### config.mk
export PLATFORM = sky130hd
export DESIGN_NAME = mc_datapath_regs
export DESIGN_NICKNAME = d
export VERILOG_FILES = /design/src/rtl/riscv_pkg.sv /design/src/rtl/en_reg.sv /design/src/rtl/mc_datapath_regs.sv
export SDC_FILE = /design/constraint.sdc
export NUM_CORES = 1
export LEC_CHECK = 0
export BUFFER_PORTS_ARGS = -buffer_cell sky130_fd_sc_hd__buf_4
export CAP_MARGIN = 20
export CORE_AREA = 4 4 165 167
export DETAILED_ROUTE_END_ITERATION = 16
export DIE_AREA = 0 0 169 171
export SETUP_SLACK_MARGIN = 0.4
export SYNTH_ARGS = -nofsm -noshare
export SYNTH_HDL_FRONTEND = slang
export SYNTH_SLANG_ARGS = --single-unit
### constraint.sdc
create_clock -name clk -period 1.85 [get_ports clk]
set_clock_uncertainty 0.1 [all_clocks]
set_input_delay 0.185 -clock clk [delete_from_list [all_inputs] [get_ports clk]]
set_output_delay 0.185 -clock clk [all_outputs]
set_load 0.03 [all_outputs]
### src/rtl/riscv_pkg.sv
// =============================================================================
// riscv_pkg : shared constants for the multi-cycle RISC-V datapath
// Rev 1.0   : initial release
// =============================================================================
`default_nettype none

package riscv_pkg;

   localparam logic [1:0]  RESULT_SRC_ALUOUT = 2'b00;
   localparam logic [1:0]  RESULT_SRC_DATA   = 2'b01;
   localparam logic [1:0]  RESULT_SRC_ALURES = 2'b10;

   localparam logic [31:0] INSTR_NOP = 32'h0000_0013;

   // Opcode field position within an instruction word
   localparam int OP_FIELD_MSB = 6;
   localparam int OP_FIELD_LSB = 0;
   localparam int OP_FIELD_W   = OP_FIELD_MSB - OP_FIELD_LSB + 1;

endpackage

`default_nettype wire

### src/rtl/en_reg.sv
// =============================================================================
// en_reg : enabled register with synchronous active-low reset
// Rev 1.0: initial release
// =============================================================================
`default_nettype none

module en_reg #(
   parameter int           W         = 32,
   parameter logic [W-1:0] RESET_VAL = '0
) (
   input  logic         clk,
   input  logic         rst_n,
   input  logic         en_i,
   input  logic [W-1:0] d_i,
   output logic [W-1:0] q_o
);

   logic [W-1:0] val_q;

   always_ff @(posedge clk) begin
      if (!rst_n) begin
         val_q <= RESET_VAL;
      end else if (en_i) begin
         val_q <= d_i;
      end
   end

   assign q_o = val_q;

endmodule

`default_nettype wire

### src/rtl/mc_datapath_regs.sv
// =============================================================================
// mc_datapath_regs : PC/OldPC/IR/MDR/A/B/ALUOut state plus Result and address muxes
// Rev 1.0          : initial release
// =============================================================================
`default_nettype none

module mc_datapath_regs
   import riscv_pkg::*;
#(
   parameter int              XLEN     = 32,
   parameter logic [XLEN-1:0] RESET_PC = '0
) (
   input  logic                  clk,
   input  logic                  rst_n,
   input  logic                  pc_update,
   input  logic                  branch,
   input  logic                  zero,
   input  logic                  ir_write,
   input  logic                  adr_src,
   input  logic [1:0]            result_src,
   input  logic [XLEN-1:0]       read_data,
   input  logic [XLEN-1:0]       rd1,
   input  logic [XLEN-1:0]       rd2,
   input  logic [XLEN-1:0]       alu_result,
   output logic [XLEN-1:0]       pc,
   output logic [XLEN-1:0]       old_pc,
   output logic [XLEN-1:0]       instr,
   output logic [OP_FIELD_W-1:0] op,
   output logic [XLEN-1:0]       data,
   output logic [XLEN-1:0]       a,
   output logic [XLEN-1:0]       write_data,
   output logic [XLEN-1:0]       alu_out,
   output logic [XLEN-1:0]       result,
   output logic [XLEN-1:0]       adr
);

   localparam logic [XLEN-1:0] INSTR_RESET = XLEN'(INSTR_NOP);

   logic            pc_write;
   logic [XLEN-1:0] result_d;

   assign pc_write = pc_update | (branch & zero);

   en_reg #(.W(XLEN), .RESET_VAL(RESET_PC)) u_pc (
      .clk(clk), .rst_n(rst_n), .en_i(pc_write), .d_i(result_d), .q_o(pc)
   );

   // OldPC samples the pre-edge PC, so a simultaneous PC write during Fetch is safe
   en_reg #(.W(XLEN), .RESET_VAL(RESET_PC)) u_old_pc (
      .clk(clk), .rst_n(rst_n), .en_i(ir_write), .d_i(pc), .q_o(old_pc)
   );

   en_reg #(.W(XLEN), .RESET_VAL(INSTR_RESET)) u_instr (
      .clk(clk), .rst_n(rst_n), .en_i(ir_write), .d_i(read_data), .q_o(instr)
   );

   en_reg #(.W(XLEN), .RESET_VAL('0)) u_data (
      .clk(clk), .rst_n(rst_n), .en_i(1'b1), .d_i(read_data), .q_o(data)
   );

   en_reg #(.W(XLEN), .RESET_VAL('0)) u_a (
      .clk(clk), .rst_n(rst_n), .en_i(1'b1), .d_i(rd1), .q_o(a)
   );

   en_reg #(.W(XLEN), .RESET_VAL('0)) u_write_data (
      .clk(clk), .rst_n(rst_n), .en_i(1'b1), .d_i(rd2), .q_o(write_data)
   );

   en_reg #(.W(XLEN), .RESET_VAL('0)) u_alu_out (
      .clk(clk), .rst_n(rst_n), .en_i(1'b1), .d_i(alu_result), .q_o(alu_out)
   );

   always_comb begin
      result_d = '0;
      case (result_src)
         RESULT_SRC_ALUOUT: result_d = alu_out;
         RESULT_SRC_DATA:   result_d = data;
         RESULT_SRC_ALURES: result_d = alu_result;
         default:           result_d = '0;
      endcase
   end

   assign result = result_d;
   assign adr    = adr_src ? result_d : pc;
   assign op     = instr[OP_FIELD_MSB:OP_FIELD_LSB];

endmodule

`default_nettype wire

==> impl_metrics.prom <==
# TYPE chip_impl_metric gauge
chip_impl_metric{name="die_x",unit="um"} 169
chip_impl_metric{name="cp_slowest_stage_delay",unit="ns"} 0.32
chip_impl_metric{name="period_share",unit=""} 0.967
chip_impl_metric{name="internal_cell_power",unit="mW"} 9.16
chip_impl_info{name="status",value="finished clean"} 1
chip_impl_metric{name="cts.sinks",unit=""} 224
chip_impl_metric{name="grt_start_max_net_pins",unit=""} 65
chip_impl_metric{name="place_congestion",unit=""} 0.838
chip_impl_metric{name="relSlewSlack",unit=""} 0.557
chip_impl_metric{name="final_area",unit="um2"} 14900
chip_impl_metric{name="core_region_area",unit="um2"} 25800
chip_impl_metric{name="cts_buffers",unit=""} 25
chip_impl_info{name="startpoint_type",value="flop"} 1
chip_impl_info{name="critical_path.cell_chain",value="mux2i_1, or2_4, a31oi_4, buf_6"} 1
chip_impl_metric{name="power-per-cell-area",unit="nW/um2"} 867
chip_impl_metric{name="first_pass_grt_wire_length",unit="um"} 47400
chip_impl_metric{name="routed_via_density",unit=""} 4.52
chip_impl_metric{name="mappedNetlistNets",unit=""} 939
chip_impl_metric{name="max-vdd-ir-drop",unit="mV"} 0.635
chip_impl_metric{name="routed-via-count",unit=""} 7752
chip_impl_metric{name="die_height",unit="um"} 171
chip_impl_metric{name="cts_max_level",unit=""} 1
chip_impl_metric{name="io_buffers",unit=""} 431
chip_impl_metric{name="synthToLayoutAreaGrowth",unit="%"} 75.7
chip_impl_metric{name="remaining_drc_errors",unit=""} 0
chip_impl_info{name="holdCritPathClass",value="in2reg"} 1
chip_impl_metric{name="initialDrtViolationCount",unit=""} 255
chip_impl_metric{name="switching_share",unit=""} 0.292
chip_impl_metric{name="part_of_the_total_power_dissipated_in_sequential_elements",unit=""} 0.409
chip_impl_metric{name="fp-row-count",unit=""} 59
chip_impl_metric{name="dp_hpwl",unit="um"} 22000
chip_impl_metric{name="worst_ep_arrival_time",unit="ns"} 1.50
chip_impl_info{name="cts.root.buffer_cell",value="clkbuf_16"} 1
chip_impl_info{name="critical_path.endpoint_type",value="primary output"} 1
chip_impl_metric{name="synth_seq_cells",unit=""} 224
chip_impl_metric{name="cts_max_path_buffers",unit=""} 3
chip_impl_metric{name="first_global_vias",unit=""} 8105
chip_impl_metric{name="grt_util_all_layers",unit=""} 0.206
chip_impl_metric{name="yosys.cell_types.count",unit=""} 23
chip_impl_metric{name="clk_pin_slew_worst_paths",unit="ns"} 0.06
chip_impl_info{name="tritoncts",value="done"} 1
chip_impl_metric{name="power.static_leakage",unit="nW"} 6.93
chip_impl_metric{name="cp_max_fo",unit=""} 3
chip_impl_metric{name="synthesis.area",unit="um2"} 8490
chip_impl_metric{name="cell_area_after_placement",unit="um2"} 12300
chip_impl_info{name="critPathSlowestCell",value="dfxtp_2"} 1
chip_impl_metric{name="postRouteAntennaNets",unit=""} 0
chip_impl_metric{name="design.die.area",unit="um2"} 28900
chip_impl_metric{name="max_slew.worst_pin.slew",unit="ns"} 0.665
chip_impl_metric{name="yosysSeqAreaShare",unit=""} 0.528
chip_impl_metric{name="power.combinational.fraction",unit=""} 0.237
chip_impl_metric{name="finalPower",unit="mW"} 12.9
chip_impl_metric{name="final_count_of_hold_timing_violations",unit=""} 0
chip_impl_metric{name="gr-total-overflow",unit=""} 0
chip_impl_metric{name="floorplan.initialDensity",unit=""} 0.330
chip_impl_metric{name="drive_gt1_frac",unit=""} 0.472
chip_impl_metric{name="area.sequential",unit="um2"} 4530
chip_impl_metric{name="holdWs",unit="ns"} 0.0789
chip_impl_metric{name="number_of_max_cap_violations",unit=""} 0
chip_impl_metric{name="postSynthCellCount",unit=""} 802
chip_impl_metric{name="highest_attainable_clock_frequency",unit="GHz"} 0.559
chip_impl_metric{name="drt_pass1_iterations",unit=""} 4
chip_impl_metric{name="detail_route.wirelength",unit="um"} 31500
chip_impl_metric{name="post_synthesis_area_per_instance",unit="um2"} 10.6
chip_impl_metric{name="setup_viol",unit=""} 0
chip_impl_metric{name="setup-tns-final",unit="ns"} 0
chip_impl_metric{name="final_layout_net_count",unit=""} 1506
chip_impl_metric{name="antenna_cells_inserted",unit=""} 0
chip_impl_metric{name="clock_power_share",unit=""} 0.354
chip_impl_metric{name="avgRoutedWirePerCell",unit="um"} 18.4
chip_impl_metric{name="synthesis.yosys.warnings",unit=""} 0
chip_impl_metric{name="min_period",unit="ns"} 1.79
chip_impl_metric{name="num_io_pins",unit=""} 432
chip_impl_info{name="rsz0062_at_grt",value="true"} 1
chip_impl_metric{name="multiInputGateArea",unit="um2"} 4020
chip_impl_metric{name="cp_data_required_time",unit="ns"} 1.56
chip_impl_metric{name="grt_antenna_before_repair",unit=""} 0
chip_impl_metric{name="timing_max_transition_violations_final",unit=""} 0
chip_impl_metric{name="worst_skew_pair.late_latency",unit="ns"} 0.51
chip_impl_metric{name="fillerInstances",unit=""} 2212
chip_impl_metric{name="power.switching",unit="mW"} 3.78
chip_impl_info{name="criticalPathCategory",value="reg2out"} 1
==> layer usage <==
| layer | GRT usage | part of all wire | up-vias | wire (um) |
|---|---|---|---|---|
| li1 | - | - | 3802 | - |
| met1 | 0.229 | 0.38 | 3585 | 11900 |
| met2 | 0.380 | 0.51 | 305 | 16100 |
| met3 | 0.0598 | 0.082 | 60 | 2580 |
| met4 | 0.0630 | 0.030 | 0 | 938 |
| met5 | 0 | 0 | - | 0 |
==> cell type report <==
cell class | instances | share of cell area
flip-flops and latches | 224 | 0.304
repair buffers | 604 | 0.350
clock inverters | 3 | 0.00126
multi-input cells | 514 | 0.270
clock buffers | 35 | 0.0478
well taps | 335 | 0.0281
==> layout by cell type, fill, tap and decap left out, drive strengths merged, types with 35 or more instances in the layout <==
cell	count
and2	128
a31oi	64
dfxtp	224
mux2i	96
buf	475
nand2	67
dlygate4sd3	129
nor2b	62
clkbuf	35
==> per-stage QoR <==
step                setup slack (ns)  cells   util
floorplan                      0.434    802      -
global placement               0.194   1520  0.477
detailed placement             0.199   1520  0.477
CTS                           0.0170   1708  0.576
global route                -0.00133   1715  0.579
finish                        0.0617   1715  0.579
==> cell usage after synthesis <==
library cell / instances / area, um2
dfxtp_1: 224 / 4480
and2_1: 128 / 801
mux2i_1: 96 / 961
nor2b_1: 61 / 382
nand2_1: 57 / 214
a31oi_1: 34 / 213
clkbuf_1: 33 / 124
nor2_1: 32 / 120
a31oi_2: 30 / 375
o21ai_0: 30 / 150
or2_4: 30 / 263
buf_4: 16 / 120
nand2_4: 10 / 113
buf_2: 8 / 40.0
buf_12: 3 / 60.1
o21ai_1: 2 / 10.0
or2_1: 2 / 12.5
a21o_1: 1 / 7.51
buf_1: 1 / 3.75
buf_6: 1 / 11.3
buf_8: 1 / 15.0
clkbuf_2: 1 / 5.00
nor2b_2: 1 / 8.76
==> critical path: cells and delay by family, from the launching register on <==
kind / cells / cell delay (ns)
flip-flops: 1 / 0.32
AND/OR/NAND/NOR: 1 / 0.29
AO/OA/AOI/OAI: 1 / 0.16
buffers and inverters: 1 / 0.15
multiplexers: 1 / 0.07
==> power groups by stage <==
| stage | clock network (mW) | registers [mW] | logic (mW) |
|---|---|---|---|
| global placement | 0 | 5.38 | 2.68 |
| global route | 4.92 | 5.32 | 3.25 |
| floorplan | 0 | 5.88 | 1.07 |
| finish | 4.57 | 5.29 | 3.07 |
| CTS | 4.72 | 5.29 | 3.07 |
| detailed placement | 0 | 5.39 | 2.69 |
==> sequential cells by signal, indices dropped and copies added, names as in the netlist <==
name	flops
u_a.q_o	32
u_alu_out.q_o	32
u_data.q_o	32
u_instr.q_o	32
u_old_pc.q_o	32
u_pc.q_o	32
u_write_data.q_o	32
==> what timing repair did <==
item / 4_1_cts / 5_1_grt
endpoints found under the hold margin: 162 / 0
resized for setup: 129 / 9
hold buffers: 129 / 0
buffers inserted: 21 / 7
setup endpoints to repair: 65 / 69
cloned: 0 / 0
pin swaps: 12 / 13
==> kinds of logic after synthesis <==
group           synth area share
compound gates            0.0890
buf+inv                   0.0446
flops                      0.528
mux                        0.113
simple gates               0.225
==> path summary, 6_finish.rpt <==
kind | start | endpoint | slack [ns] | cells past startpoint
setup / recovery | u_alu_out.q_o[23]$_SDFF_PN0_ | adr[23] | 0.06 | 4
hold / removal | alu_result[2] | u_pc.q_o[2]$_SDFFE_PN0P_ | 0.08 | 4
setup reg to reg | u_alu_out.q_o[22]$_SDFF_PN0_ | u_pc.q_o[22]$_SDFFE_PN0P_ | 0.79 | 4
hold reg to reg | u_instr.q_o[0]$_SDFFE_PN1P_ | u_instr.q_o[0]$_SDFFE_PN1P_ | 0.41 | 2
Note: power is estimated with default switching activity, not from simulation.
